File: src/rtl/sdr_cmd_monitor.sv
`timescale 1ns/1ps
`default_nettype none
// ============================================================================
// Module   : sdr_cmd_monitor
// Purpose  : Passive SDRAM command-bus monitor. Decodes cs/ras/cas/we/ba/addr
//            every clock and tracks per-bank open state and ACT/PRE timing.
//            Flags protocol/timing violations and keeps saturating counters.
//            The monitor never drives the SDRAM bus.
// Options  : define SDR_MON_AUTOPRE_EN to treat RD/WR with addr[10]=1 as
//            auto-precharge (bank closes, t_pre restarts on that cycle).
// Revision : 1.0  initial release
// ============================================================================
module sdr_cmd_monitor #(
    parameter int SDR_AW = 13,
    parameter int TRCD   = 3,
    parameter int TRP    = 3,
    parameter int TRAS   = 6,
    parameter int CNT_W  = 16
) (
    input  logic              sdram_clk,
    input  logic              sdram_resetn,
    input  logic              sdr_init_done,
    input  logic              sdr_cs_n,
    input  logic              sdr_ras_n,
    input  logic              sdr_cas_n,
    input  logic              sdr_we_n,
    input  logic [1:0]        sdr_ba,
    input  logic [SDR_AW-1:0] sdr_addr,
    input  logic              clr_i,
    output logic [CNT_W-1:0]  act_cnt,
    output logic [CNT_W-1:0]  rd_cnt,
    output logic [CNT_W-1:0]  wr_cnt,
    output logic [CNT_W-1:0]  ref_cnt,
    output logic [3:0]        bank_open,
    output logic              err_o,
    output logic [2:0]        err_code,
    output logic              err_sticky
);

    // {ras_n, cas_n, we_n} encodings
    localparam logic [2:0] c_CMD_ACT = 3'b011;
    localparam logic [2:0] c_CMD_RD  = 3'b101;
    localparam logic [2:0] c_CMD_WR  = 3'b100;
    localparam logic [2:0] c_CMD_PRE = 3'b010;
    localparam logic [2:0] c_CMD_REF = 3'b001;
    localparam logic [2:0] c_CMD_MRS = 3'b000;

    // Thresholds widened to 5 bits so timer+1 never overflows in compares
    localparam logic [4:0] c_TRCD = 5'(TRCD);
    localparam logic [4:0] c_TRP  = 5'(TRP);
    localparam logic [4:0] c_TRAS = 5'(TRAS);

    logic [3:0]       r_bank_open;
    logic [3:0]       r_t_act [4];
    logic [3:0]       r_t_pre [4];
    logic             r_err_o;
    logic [2:0]       r_err_code;
    logic             r_err_sticky;
    logic [CNT_W-1:0] r_act_cnt;
    logic [CNT_W-1:0] r_rd_cnt;
    logic [CNT_W-1:0] r_wr_cnt;
    logic [CNT_W-1:0] r_ref_cnt;

    logic [2:0] w_cmd;
    logic       w_act, w_rd, w_wr, w_rw, w_pre, w_ref, w_mrs;
    logic       w_a10, w_sel_open, w_any_open, w_autopre;
    logic [3:0] w_trcd_short, w_tras_short, w_trp_short;
    logic [3:0] w_pre_hit, w_act_hit, w_close;
    logic [2:0] w_err_code;
    logic       w_err;
    logic       w_addr_unused;

    // Only addr[10] carries meaning for the monitor
    assign w_addr_unused = ^sdr_addr;

    assign w_cmd      = {sdr_ras_n, sdr_cas_n, sdr_we_n};
    assign w_act      = !sdr_cs_n && (w_cmd == c_CMD_ACT);
    assign w_rd       = !sdr_cs_n && (w_cmd == c_CMD_RD);
    assign w_wr       = !sdr_cs_n && (w_cmd == c_CMD_WR);
    assign w_pre      = !sdr_cs_n && (w_cmd == c_CMD_PRE);
    assign w_ref      = !sdr_cs_n && (w_cmd == c_CMD_REF);
    assign w_mrs      = !sdr_cs_n && (w_cmd == c_CMD_MRS);
    assign w_rw       = w_rd || w_wr;
    assign w_a10      = sdr_addr[10];
    assign w_sel_open = r_bank_open[sdr_ba];
    assign w_any_open = |r_bank_open;

`ifdef SDR_MON_AUTOPRE_EN
    assign w_autopre = w_rw && w_a10;
`else
    assign w_autopre = 1'b0;
`endif

    // Per-bank timing windows and which banks this command opens or closes
    always_comb begin
        for (int i = 0; i < 4; i++) begin
            w_trcd_short[i] = (({1'b0, r_t_act[i]} + 5'd1) < c_TRCD);
            w_tras_short[i] = r_bank_open[i] && (({1'b0, r_t_act[i]} + 5'd1) < c_TRAS);
            w_trp_short[i]  = (({1'b0, r_t_pre[i]} + 5'd1) < c_TRP);
            w_pre_hit[i]    = w_pre && (w_a10 || (sdr_ba == 2'(i)));
            w_act_hit[i]    = w_act && (sdr_ba == 2'(i));
            w_close[i]      = r_bank_open[i] &&
                              (w_pre_hit[i] || (w_autopre && (sdr_ba == 2'(i))));
        end
    end

    // Violation priority: the lowest applicable code wins
    always_comb begin
        w_err_code = 3'd0;
        if (w_act && w_sel_open)                          w_err_code = 3'd1;
        else if (w_rw && !w_sel_open)                     w_err_code = 3'd2;
        else if (w_rw && w_trcd_short[sdr_ba])            w_err_code = 3'd3;
        else if (w_pre && |(w_tras_short & w_pre_hit))    w_err_code = 3'd4;
        else if (w_act && w_trp_short[sdr_ba])            w_err_code = 3'd5;
        else if ((w_ref || w_mrs) && w_any_open)          w_err_code = 3'd6;
        else if ((w_act || w_rw) && !sdr_init_done)       w_err_code = 3'd7;
    end

    assign w_err = |w_err_code;

    // Bank open state and saturating ACT / IDLE age timers
    always_ff @(posedge sdram_clk or negedge sdram_resetn) begin
        if (!sdram_resetn) begin
            r_bank_open <= 4'b0000;
            for (int i = 0; i < 4; i++) begin
                r_t_act[i] <= 4'hF;
                r_t_pre[i] <= 4'hF;
            end
        end else begin
            for (int i = 0; i < 4; i++) begin
                if (w_act_hit[i])
                    r_bank_open[i] <= 1'b1;
                else if (w_close[i])
                    r_bank_open[i] <= 1'b0;

                if (w_act_hit[i])
                    r_t_act[i] <= 4'h0;
                else if (r_t_act[i] != 4'hF)
                    r_t_act[i] <= r_t_act[i] + 4'h1;

                if (w_close[i])
                    r_t_pre[i] <= 4'h0;
                else if (r_t_pre[i] != 4'hF)
                    r_t_pre[i] <= r_t_pre[i] + 4'h1;
            end
        end
    end

    // Registered error pulse; code persists until the next violation
    always_ff @(posedge sdram_clk or negedge sdram_resetn) begin
        if (!sdram_resetn) begin
            r_err_o    <= 1'b0;
            r_err_code <= 3'd0;
        end else begin
            r_err_o <= w_err;
            if (w_err)
                r_err_code <= w_err_code;
        end
    end

    // Sticky error and saturating command counters; clear takes priority
    always_ff @(posedge sdram_clk or negedge sdram_resetn) begin
        if (!sdram_resetn) begin
            r_err_sticky <= 1'b0;
            r_act_cnt    <= '0;
            r_rd_cnt     <= '0;
            r_wr_cnt     <= '0;
            r_ref_cnt    <= '0;
        end else if (clr_i) begin
            r_err_sticky <= 1'b0;
            r_act_cnt    <= '0;
            r_rd_cnt     <= '0;
            r_wr_cnt     <= '0;
            r_ref_cnt    <= '0;
        end else begin
            if (w_err)
                r_err_sticky <= 1'b1;
            if (w_act && !(&r_act_cnt))
                r_act_cnt <= r_act_cnt + 1'b1;
            if (w_rd && !(&r_rd_cnt))
                r_rd_cnt <= r_rd_cnt + 1'b1;
            if (w_wr && !(&r_wr_cnt))
                r_wr_cnt <= r_wr_cnt + 1'b1;
            if (w_ref && !(&r_ref_cnt))
                r_ref_cnt <= r_ref_cnt + 1'b1;
        end
    end

    assign act_cnt    = r_act_cnt;
    assign rd_cnt     = r_rd_cnt;
    assign wr_cnt     = r_wr_cnt;
    assign ref_cnt    = r_ref_cnt;
    assign bank_open  = r_bank_open;
    assign err_o      = r_err_o;
    assign err_code   = r_err_code;
    assign err_sticky = r_err_sticky;

endmodule
`default_nettype wire

File: config.mk
export PLATFORM = sky130hd
export DESIGN_NAME = sdr_cmd_monitor
export DESIGN_NICKNAME = d
export VERILOG_FILES = /design/src/rtl/sdr_cmd_monitor.sv
export SDC_FILE = /design/constraint.sdc
export NUM_CORES = 1
export LEC_CHECK = 0
export ABC_AREA = 1
export ABC_CLOCK_PERIOD_IN_PS = 4500
export BUFFER_PORTS_ARGS = -buffer_cell sky130_fd_sc_hd__clkbuf_2
export CAP_MARGIN = 20
export CORE_UTILIZATION = 50
export DETAILED_ROUTE_END_ITERATION = 7
export PLACE_DENSITY = 0.8
export SLEW_MARGIN = 30
export SYNTH_ARGS = -nofsm -noshare
export SYNTH_HDL_FRONTEND = slang
export SYNTH_SLANG_ARGS = --single-unit
File: constraint.sdc
create_clock -name sdram_clk -period 4.5 [get_ports sdram_clk]
set_input_delay 0.675 -clock sdram_clk [delete_from_list [all_inputs] [get_ports sdram_clk]]
set_output_delay 0.675 -clock sdram_clk [all_outputs]
set_load 0.03 [all_outputs]
After elaboration in Yosys (flattened, before gate mapping)
Cells that the tools add are included.
Word-level totals
  register bits: 105
  bits in latches: 0
  memory bits (writable): 0
  bits in read-only memories: 0
  bits of input ports: 23
  output and inout port bits: 73
  word-level logic and storage cells: 189
  memories: 0
Cells by class
  add/sub/neg operators: 20
  multipliers: 0
  divide/modulo/power cells: 0
  $lt $le $gt $ge: 13
  equality and inequality tests: 16
  shift operators: 0
  multiplexer cells: 47
  bitwise logic cells: 1
  reduce and logical (&&, ||, !) cells: 73
Operator list (count)
  $mux 16: 8
  $add 16x1->16 const B: 4
  $mux 4: 16
  $reduce_and 16->1: 4
  $add 4x1->5 const B: 8
  $lt 5x2->1 const B: 8
  $reduce_bool 2->1: 17
  $logic_and 1x1->1: 33
  $add 4x1->4 const B: 8
  $ne 4x4->1 const B: 8
  $mux 3: 7
  $lt 5x3->1 const B: 4
  $mux 1: 13
  $reduce_or 4->1: 2
  $logic_not 1->1: 7
  $logic_or 1x1->1: 7
  $bmux 1 s2: 3
  $eq 3x2->1 const B: 2
  $eq 3x3->1 const B: 2
  $and 4x4->4: 1
  $eq 2x2->1 const B: 2
  $eq 3x1->1 const B: 1
  $logic_not 3->1: 1
  $lt 2x3->1 const B: 1
  other kinds (3): 3

Longest topological paths before layout
Gate-level depths: netlist of run 1.
  depth in word-level cells: 15
  mapped depth: 16
  gate-level depth less buffers: 16

Worst setup path after synthesis of run 1
Ideal clock, no wire load.
  path type: input -> register
  from: input port sdr_we_n
  to: register r_wr_cnt[11], in the netlist wr_cnt[11]
  setup time: 120 ps
  data arrival time: 1965 ps
  data required time: 4380 ps
  slack: 2415 ps
  stages on the path: 9
  buffers on the path: 0
  cells stage by stage: inv_1 > nand4_1 > o21bai_2 > nor3_1 > nand2_1 > nor2_1 > nand2_1 > o21ai_0 > nor2_1
On the way
  cells in the longest elaborated chain, start to end: 4
RTL lines
  start: declaration: RTL line 26  | input logic sdr_we_n,
  $eq 3x3->1: RTL line 79  | assign w_wr = !sdr_cs_n && (w_cmd == c_CMD_WR);
  $logic_and 1x1->1: RTL line 79
  $logic_and 1x1->1: RTL line 182  | if (w_wr && !(&r_wr_cnt))
  $reduce_bool 2->1 (no line)
  end signal: assignment: RTL line 183  | r_wr_cnt <= r_wr_cnt + 1'b1;
  end: declaration: RTL line 61  | logic [CNT_W-1:0] r_wr_cnt;
Every way passes these cells.
A chain may end at the register's enable or synchronous reset.

Final worst setup path of run 1
  from: register r_wr_cnt[7], in the netlist wr_cnt[7]
  to: register r_wr_cnt[12], in the netlist wr_cnt[12]
On the way
  cells in the longest elaborated chain, start to end: 4
  elaborated cells on any way between the ends: 7
  classes of those cells: 1 x add/sub; 2 x mux; 4 x reduce/logical
RTL lines
  branches (longest 4 deep; another with $add 16x1->16)
Several ways; the timed one is not identified. The select of a mux whose other input is x is not followed.

==> results.tsv, run 1 <==
metric	value	unit
status	finished with violations	
violations	DRC	
grt_pass1_wl	23110	um
finalHoldViolCount	0	
yosys.cell_types.count	43	
post_cts_buffers	0	
grt_max_degree	76	
drv_cap	0	
routabilityCongestion	0.8315	
core_area	0.01156	mm^2
p_clk_frac	0.246	
initial_utilization	0.5190	
synth_area_leaders	dfrtp_1 30%, dfstp_2 14%, nand2_1 9.8%	
final_common_cell	nand2_1	
tightest_slew	0.7002	ns
hp-class	input pin to async pin	
power_density	485.4	mW/mm^2
clockRootBuffer	clkbuf_16	
reg2reg_slack	2.37	ns
relSlewSlack	0.5332	
synth_top_area_share	0.3044	
dp_hpwl	9559	um
cts_buffers	9	
async_flop_share	1.000	
p_leak	3.471	nW
portBuffers	83	
cp-startpoint	wr_cnt[7]	
cp_max_fo	5	
p_seq_frac	0.428	
via_count	5345	
grt_pass1_vias	5235	
finalWirelength	12960	um
period_share	0.4728	
diodes	0	
nNetsFinal	916	
antenna_found_initial	0	
slew_viol_final	0	
cp-end-kind	register	
clockBufferDepth	2	
synth_cells	792	
ys_seq_area_frac	0.4444	
max_freq	470.0	MHz
die_x	111.6	um
finalSetupViolations	0	
ir_worst_vdd	0.0002943	V
pwr-share-comb	0.326	
dieArea	0.01245	mm^2
timing.rr.start	wr_cnt[7]	
fp-row-count	39	
areaGrowthSynthToFinish	14.99	%
clk_pin_slew	0.07	ns
fin_tns_setup	0	ns
numClockSinks	105	
ant_nets	0	
yosysWarnings	0	
required	4.73	ns
clock_skew	0.006940	ns
vias_per_cell	5.194	
crit_path_start_kind	register	
rsz0062_at_grt	false	
crit_type	register to register	
p_sw	1.249	mW
cts_tree	built	
hold_buffers	0	
dr.first_iter.drc_count	322	
io-pin-count	96	
clkLatencyLatePin	0.36	ns
syn_area_per_cell	7.578	um^2
netlist_area	0.006002	mm^2
layout-drive-gt1-share	0.1919	
synth-seq-cells	105	
mostFrequentLayoutCells	157 x nand2_1, 139 x inv_1, 86 x nor2_1	
yosysTopAreaCell	dfrtp_1	
drc_errors	3	
synth_edf_count	0	
placedCellCount	1013	
synthFlopType	dfrtp_1	
ctsResizeCount	0	
finalCriticalPeriod	2.128	ns
fill_cells	1041	
wire_per_inst	12.59	um
die_y	111.6	um
grt.total_usage	0.2289	
power.internal	2.101	mW
grt-ovfl-total	0	
ctsHtreeMaxLevel	3	
syn-num-nets	827	
swShare	0.3728	
critical_path_arrival	2.36	ns
drt_pass1_iterations	7	
final_cells	1029	
[power groups by stage]
stage / Sequential [mW] / Combinational [mW] / Clock (mW)
after floorplan: 1.47 / 0.801 / 0
after global placement: 1.44 / 1.05 / 0
after detailed placement: 1.45 / 1.09 / 0
after CTS: 1.43 / 1.10 / 0.845
after global routing: 1.46 / 1.28 / 0.881
final: 1.43 / 1.09 / 0.824
[registers in the layout (all words and copies together) (netlist names)]
signal	flops
act_cnt	16
bank_open	4
err_code	3
err_o	1
err_sticky	1
r_t_act	16
r_t_pre	16
rd_cnt	16
ref_cnt	16
wr_cnt	16
[cells in the mapped netlist (4+ instances only)]
master	n
a21oi_1	40
clkbuf_1	6
dfrtp_1	73
dfstp_2	32
ha_1	12
inv_1	139
nand2_1	157
nand2_4	4
nand3_1	65
nand4_1	18
nor2_1	86
nor2_2	12
nor3_1	29
nor3b_1	6
o21ai_0	48
o21ai_1	5
xnor2_1	4
xor2_1	10
[layer usage]
metal | vias up | global-route usage | part of all wire
met2 | 119 | 0.3717 | 0.46
met5 | - | 0 | 0
met4 | 0 | 0.07117 | 0.017
li1 | 2740 | - | -
met3 | 16 | 0.06859 | 0.060
met1 | 2470 | 0.2948 | 0.46
[cell type report]
cell class,instances,area [um^2],area share
flip-flops and latches,105,2668,0.3865
inverters,144,541.8,0.07850
clock inverters,7,86.33,0.01251
clock buffers,9,225.2,0.03263
repair buffers,85,436.7,0.06327
well taps,143,178.9,0.02592
multi-input cells,536,2765,0.4007
[metrics by stage]
step / setup WS (ns) / cell area [um^2] / hold slack [ns] / util / power (mW)
finish: 2.372 / 6902 / 0.3110 / 0.5968 / 3.350
detailed placement: 2.050 / 6586 / 0.4946 / 0.5695 / 2.541
global route: 2.147 / 6902 / 0.3959 / 0.5968 / 3.621
global placement: 2.083 / 6586 / 0.4884 / 0.5695 / 2.491
CTS: 2.377 / 6898 / 0.5052 / 0.5965 / 3.378
floorplan: 2.415 / 6002 / 0.3794 / - / 2.270
[cell families (layout without fill, tap and decap cells)]
logic type | after synthesis | count (layout) | share of synthesized area
AND/OR/NAND/NOR | 393 | 393 | 0.3060
buffers and inverters | 151 | 245 | 0.09485
XOR/XNOR | 14 | 14 | 0.02043
flip-flops | 105 | 105 | 0.4444
AO/OA/AOI/OAI | 117 | 117 | 0.1092
adder cells (fa/ha/maj) | 12 | 12 | 0.02501
[worst max-delay path, stage by stage, from the launching register on]
cell and delay [ns]:
dfrtp_1 0.42, nand2_1 0.15, inv_1 0.08, nand3_2 0.11, nor2_1 0.07, nand2_1 0.12, nor2_1 0.07, nor2_2 0.16
nand2_1 0.12, nor2_2 0.16, nand2_1 0.13, nor3b_1 0.30, a21oi_1 0.11
[path summary, 6_finish.rpt]
path / endpoint / cells after the start
worst max register to register: wr_cnt[12] / 12
min in group sdram_clk: rd_cnt[14] / 1
max in group asynchronous: r_t_pre[2] / 2
worst min-delay path: bank_open[1] / 1
worst min register to register: rd_cnt[14] / 1
worst max-delay path: wr_cnt[12] / 12
Power figures use the tool's default switching activity.
==> run 2, diff against run 1 <==
--- a/config.mk
+++ b/config.mk
@@ -5,13 +5,13 @@
 export SDC_FILE = /design/constraint.sdc
 export NUM_CORES = 1
 export LEC_CHECK = 0
-export ABC_AREA = 1
-export ABC_CLOCK_PERIOD_IN_PS = 4500
+export ABC_AREA = 0
+export ABC_CLOCK_PERIOD_IN_PS = 1850
 export BUFFER_PORTS_ARGS = -buffer_cell sky130_fd_sc_hd__clkbuf_2
 export CAP_MARGIN = 20
 export CORE_UTILIZATION = 50
 export DETAILED_ROUTE_END_ITERATION = 7
-export PLACE_DENSITY = 0.8
+export PLACE_DENSITY = 0.83
 export SLEW_MARGIN = 30
 export SYNTH_ARGS = -nofsm -noshare
 export SYNTH_HDL_FRONTEND = slang
==> constraint.sdc (replaced) <==
create_clock -name sdram_clk -period 1.85 [get_ports sdram_clk]
set_input_delay 0.2775 -clock sdram_clk [delete_from_list [all_inputs] [get_ports sdram_clk]]
set_output_delay 0.2775 -clock sdram_clk [all_outputs]
set_load 0.03 [all_outputs]
==> results.tsv, run 2 <==
metric	value	unit	change
layout-drive-gt1-share	0.4398		+0.2479
wire_per_inst	16.56	um	+31%
ir_worst_vdd	0.001182	V	+300%
syn_area_per_cell	9.560	um^2	+26%
ctsHtreeMaxLevel	3		unchanged
cp-end-kind	register		
grt_pass1_vias	5247		+0.23%
crit_chain	ha_4, nand3b_1, o22a_1, o22ai_2, a222oi_1, nand3_1, o211ai_1, a21bo_2		
synth_top_area_share	0.3206		+0.01624
drc_errors	0		-3
synth_cells	596		-25%
hp-class	input pin to async pin		
ys_seq_area_frac	0.4682		+0.02372
areaGrowthSynthToFinish	38.52	%	
rsz0062_at_grt	true		
yosysWarnings	0		unchanged
fp-row-count	38		-2.6%
final_common_cell	buf_4		
critPathBufInv	0		-1
utilization	0.7186		+0.1218
max_freq	446.6	MHz	-5.0%
die_x	108.8	um	-2.5%
power	8.854	mW	+160%
dieArea	0.01183	mm^2	-5.0%
critical_path_arrival	2.48	ns	+0.12 ns
clockBufferDepth	2		unchanged
synth-seq-cells	105		unchanged
dp_hpwl	10720	um	+12%
initial_utilization	0.5188		about the same
crit_path_start_kind	register		
violations	setup timing		
clkLatencyLatePin	0.35	ns	about the same
numClockSinks	105		unchanged
tightest_slew	0.4498	ns	-0.2503 ns
ys_top_cells_by_count	93 x nor2_1, 73 x dfrtp_1, 47 x nand2_1		
cp_max_fo	3		-2
clk_pin_slew	0.07	ns	about the same
syn-num-nets	631		-24%
async_flop_share	1.000		unchanged
finalWirelength	15800	um	+22%
mostFrequentLayoutCells	125 x buf_4, 92 x nor2_1, 82 x clkbuf_2		
power_density	1122	mW/mm^2	+130%
finalCriticalPeriod	2.239	ns	+0.1111 ns
nNetsFinal	844		-7.9%
final_cells	954		-7.3%
crit_family	compound AO/OA/AOI/OAI gates		
relSlewSlack	0.6973		+0.1641
ant_nets	0		unchanged
cp_slowest_cell	dfstp_2		
status	finished with violations		
die_y	108.8	um	-2.5%
synth_most_common_cell	nor2_1		
via_count	5534		+3.5%
grt_pass1_wl	24750	um	+7.1%
io-pin-count	96		unchanged
portBuffers	83		unchanged
synth_area_leaders	dfrtp_1 32%, dfstp_2 15%, nor2_1 6.1%		
drv_cap	0		unchanged
clockRootBuffer	clkbuf_16		
preCtsSetupSlack	-0.3680	ns	-2.418 ns
period_share	1.210		+0.7374
synthFlopType	dfrtp_1		
stdcell_area	0.007893	mm^2	+14%
grt-ovfl-total	0		unchanged
drt_pass1_iterations	7		unchanged
cts_buffers	9		unchanged
diodes	0		unchanged
crit_path_max_incr_delay	0.57	ns	+0.15 ns
netlist_area	0.005698	mm^2	-5.1%
finalSetupViolations	14		+14
p_leak	3.606	nW	+3.9%
synth_edf_count	0		unchanged
grt_max_degree	64		-16%
cts_tree	built		
yosysTopAreaCell	dfrtp_1		
core_area	0.01098	mm^2	-5.0%
yosys.cell_types.count	67		+56%
crit_type	register to register		
slew_viol_final	0		unchanged
placedCellCount	920		-9.2%
clock_skew	0.007963	ns	+0.001023 ns
dr.first_iter.drc_count	410		+27%
required	2.10	ns	-2.63 ns
grt.total_usage	0.2673		+0.03842
vias_per_cell	5.801		+12%
routabilityCongestion	0.8834		+6.2%
finalHoldViolCount	0		unchanged
setup_slack	-0.3889	ns	-2.761 ns
antenna_found_initial	0		unchanged
place_area	0.007234	mm^2	+9.8%
-- run 2: cell types whose count changed after synthesis, sizes merged, moves of 9 or more --
cell / change
or3: +10
nor2b: +9
and3: +10
xnor2: +20
a21oi: -15
and2: +12
nand3: -36
nor3: -14
inv: -122
mux2i: +12
o21ai: -30
xor2: +20
a211oi: +9
nand2: -117
-- run 2: path summary, 6_finish.rpt --
path | startpoint | to | depth (start not counted) | slack (ns)
max in group asynchronous | sdram_resetn | r_t_pre[6] | 3 | 0.80
max reg2reg | r_t_act[9] | err_code[2] | 8 | -0.39
min in group sdram_clk | clr_i | wr_cnt[9] | 2 | 0.38
max | r_t_act[9] | err_code[2] | 8 | -0.39
min reg2reg | r_t_pre[15] | r_t_pre[14] | 2 | 0.54
min | sdram_resetn | rd_cnt[3] | 2 | 0.38
-- run 2: worst register-to-register path: stages (launching register included) --
cell and delay, ns:
dfstp_2 0.57, ha_4 0.15, nand3b_1 0.11, o22a_1 0.14, o22ai_2 0.09, a222oi_1 0.38
nand3_1 0.19, o211ai_1 0.26, a21bo_2 0.25
-- run 2: per-stage QoR --
stage / hold WS, ns / setup TNS (ns)
finish: 0.3755 / -2.201
CTS: 0.3657 / -1.382
detailed placement: 0.2041 / -4.480
floorplan: -0.01809 / -1.446
global placement: 0.1968 / -2.877
global route: 0.3983 / -3.667
-- run 2: power by group --
group	switching [mW]	internal, mW	leakage, nW	total, mW
clock network	0.868	0.961	0.137	1.83
registers	0.363	2.96	1.31	3.32
logic	1.85	1.86	2.16	3.70
total	3.08	5.78	3.61	8.85
-- run 2: cells by family (layout without fill, tap and decap cells) --
family	after synthesis	in the layout	share of synthesized area
flops	105	105	0.4682
simple gates	275	275	0.2411
fa+ha+maj	12	12	0.02635
mux	12	12	0.02108
compound gates	107	107	0.1353
xor+xnor	54	54	0.08300
buf+inv	31	249	0.02503
-- run 2: cell type report --
class,instances,area (um^2)
multi-input cells,460,3232
fillers,705,3090
flip-flops and latches,105,2696
repair buffers,213,1433
clock buffers,11,242.7
well taps,140,175.2
inverters,20,75.07
clock inverters,5,38.79
-- run 2: repair_timing --
item                       CTS  global route
gates cloned                 0             0
pin swaps                   14            17
buffers inserted             5            12
setup endpoints to repair   15            26
hold buffers                 1             0
gates resized for setup     20            30
hold endpoints to repair     8             0
-- run 2: layer usage --
layer	part of all wire	vias up	routed length (um)	track usage
li1	-	2552	-	-
met5	0	-	0	0
met1	0.42	2747	6587	0.3315
met4	0.022	0	344	0.1100
met2	0.50	206	7976	0.4534
met3	0.056	29	888	0.05439
==> run 3, diff against run 2 <==
--- a/config.mk
+++ b/config.mk
@@ -12,6 +12,7 @@
 export CORE_UTILIZATION = 50
 export DETAILED_ROUTE_END_ITERATION = 7
 export PLACE_DENSITY = 0.83
+export SETUP_SLACK_MARGIN = 0.05
 export SLEW_MARGIN = 30
 export SYNTH_ARGS = -nofsm -noshare
 export SYNTH_HDL_FRONTEND = slang
==> results.tsv, run 3 (same netlist as run 2, synthesis figures left out) <==
metric	value	unit	change
final_common_cell	buf_4		
drc_errors	0		unchanged
crit_chain	ha_4, a21oi_1, o21ai_0, nand3_1, a222oi_1, nand3_1, o211ai_1, a21bo_2		
vias_per_cell	5.798		about the same
via_count	5601		+1.2%
crit_path_start_kind	register		
grt_pass1_wl	25210	um	+1.9%
areaGrowthSynthToFinish	42.95	%	
crit_path_max_incr_delay	0.57	ns	about the same
required	2.10	ns	about the same
finalSetupViolations	10		-4
violations	setup timing		
antenna_found_initial	0		unchanged
ir_worst_vdd	0.0008829	V	-25%
slew_viol_final	0		unchanged
cp-end-kind	register		
tightest_slew	0.4398	ns	-0.01000 ns
layout-drive-gt1-share	0.4661		+0.02630
preCtsSetupSlack	-0.3724	ns	-0.004471 ns
cts_buffers	9		unchanged
grt.total_usage	0.2721		+0.004797
nNetsFinal	856		+1.4%
numClockSinks	105		unchanged
relSlewSlack	0.7050		+0.007665
hp-class	input pin to register		
mostFrequentLayoutCells	132 x buf_4, 91 x nor2_1, 82 x clkbuf_2		
grt_pass1_vias	5418		+3.3%
power_density	1114	mW/mm^2	-0.67%
hold_slack	0.3406	ns	-0.03491 ns
core_area	0.01098	mm^2	unchanged
period_share	1.230		+0.01972
critical_path_arrival	2.53	ns	+0.05 ns
finalHoldViolCount	0		unchanged
crit_top_cell	nand3_1		
fp-row-count	38		unchanged
crit_type	register to register		
clk_pin_slew	0.07	ns	about the same
finalCriticalPeriod	2.275	ns	+0.03648 ns
finalWirelength	16270	um	+3.0%
dr.first_iter.drc_count	589		+44%
max_freq	439.5	MHz	-1.6%
initial_utilization	0.5188		unchanged
fill_cells	711		+0.85%
p_leak	3.716	nW	+3.1%
dieArea	0.01183	mm^2	unchanged
grt-ovfl-total	0		unchanged
rsz0062_at_grt	true		
ctsHtreeMaxLevel	3		unchanged
place_area	0.007358	mm^2	+1.7%
portBuffers	83		unchanged
drt_pass1_iterations	7		unchanged
cp_max_fo	6		+3
stdcell_area	0.008145	mm^2	+3.2%
status	finished with violations		
diodes	0		unchanged
clkLatencyLatePin	0.36	ns	about the same
die_y	108.8	um	unchanged
routabilityCongestion	0.9099		+3.0%
setup_slack	-0.4254	ns	-0.03648 ns
dp_hpwl	10800	um	+0.78%
clockBufferDepth	2		unchanged
clockRootBuffer	clkbuf_16		
clock_skew	0.008841	ns	+0.0008781 ns
drv_cap	0		unchanged
die_x	108.8	um	unchanged
ant_nets	0		unchanged
cts_tree	built		
io-pin-count	96		unchanged
wire_per_inst	16.84	um	+1.7%
cp_slowest_cell	dfstp_2		
grt_max_degree	58		-9.4%
## run 3: cell count changes in the layout (fill, tap and decap cells not counted), sizes merged
cell,previous run,this run
clkinvlp,1,0
buf,130,142
inv,22,20
clkinv,2,4
clkbuf,93,94
## run 3: final timing paths
path / cells past startpoint / endpoint / slack (ns) / from
max in group asynchronous: 3 / r_t_pre[5] / 1.06 / sdram_resetn
min in group asynchronous: 3 / act_cnt[4] / 0.47 / sdram_resetn
worst min-delay path: 3 / wr_cnt[9] / 0.34 / clr_i
worst min register to register: 2 / err_sticky / 0.53 / err_sticky
worst max register to register: 8 / err_code[2] / -0.43 / r_t_act[12]
worst max-delay path: 8 / err_code[2] / -0.43 / r_t_act[12]
## run 3: final cells by class
cell class	instances	area (um^2)	area share
Multi-Input combinational cell	460	3353	0.4117
Tap cell	140	175.2	0.02151
Clock buffer	12	256.5	0.03149
Clock inverter	4	27.53	0.003379
Timing Repair Buffer	225	1559	0.1914
Sequential cell	105	2699	0.3313
Inverter	20	75.07	0.009217
## run 3: layer usage
| layer | global-route usage | share of wire | wire, um |
|---|---|---|---|
| met4 | 0.1342 | 0.029 | 474 |
| met5 | 0 | 0 | 0 |
| met3 | 0.04483 | 0.048 | 789 |
| met1 | 0.3388 | 0.42 | 6834 |
| met2 | 0.4575 | 0.50 | 8169 |
## run 3: stage by stage
step	util	TNS (ns)	total power [mW]	std cells
4_1_cts	0.7219	-1.311	9.036	955
5_1_grt	0.7416	-2.866	9.653	966
3_3_place_gp	0.6700	-2.730	6.448	928
3_5_place_dp	0.6700	-4.189	6.716	928
6_report	0.7416	-2.059	9.076	966
2_1_floorplan	-	-1.446	5.279	596
## run 3: critical path: cells and delay by family (launching register included)
| family | cells | cell delay, ns |
|---|---|---|
| simple gates | 2 | 0.30 |
| fa+ha+maj | 1 | 0.17 |
| flops | 1 | 0.57 |
| compound gates | 5 | 1.13 |
## run 3: report_power, final
part	total [mW]	switching, mW	internal [mW]
sequential	3.39	0.425	2.96
clock	1.87	0.879	0.989
combinational	3.82	1.85	1.97
## run 3: repair_timing
item	in CTS	in global routing
hold endpoints to repair	73	0
gates cloned	0	0
setup endpoints to repair	15	38
buffers inserted	10	12
gates resized for setup	40	29
pin swaps	28	23
hold buffers	1	0
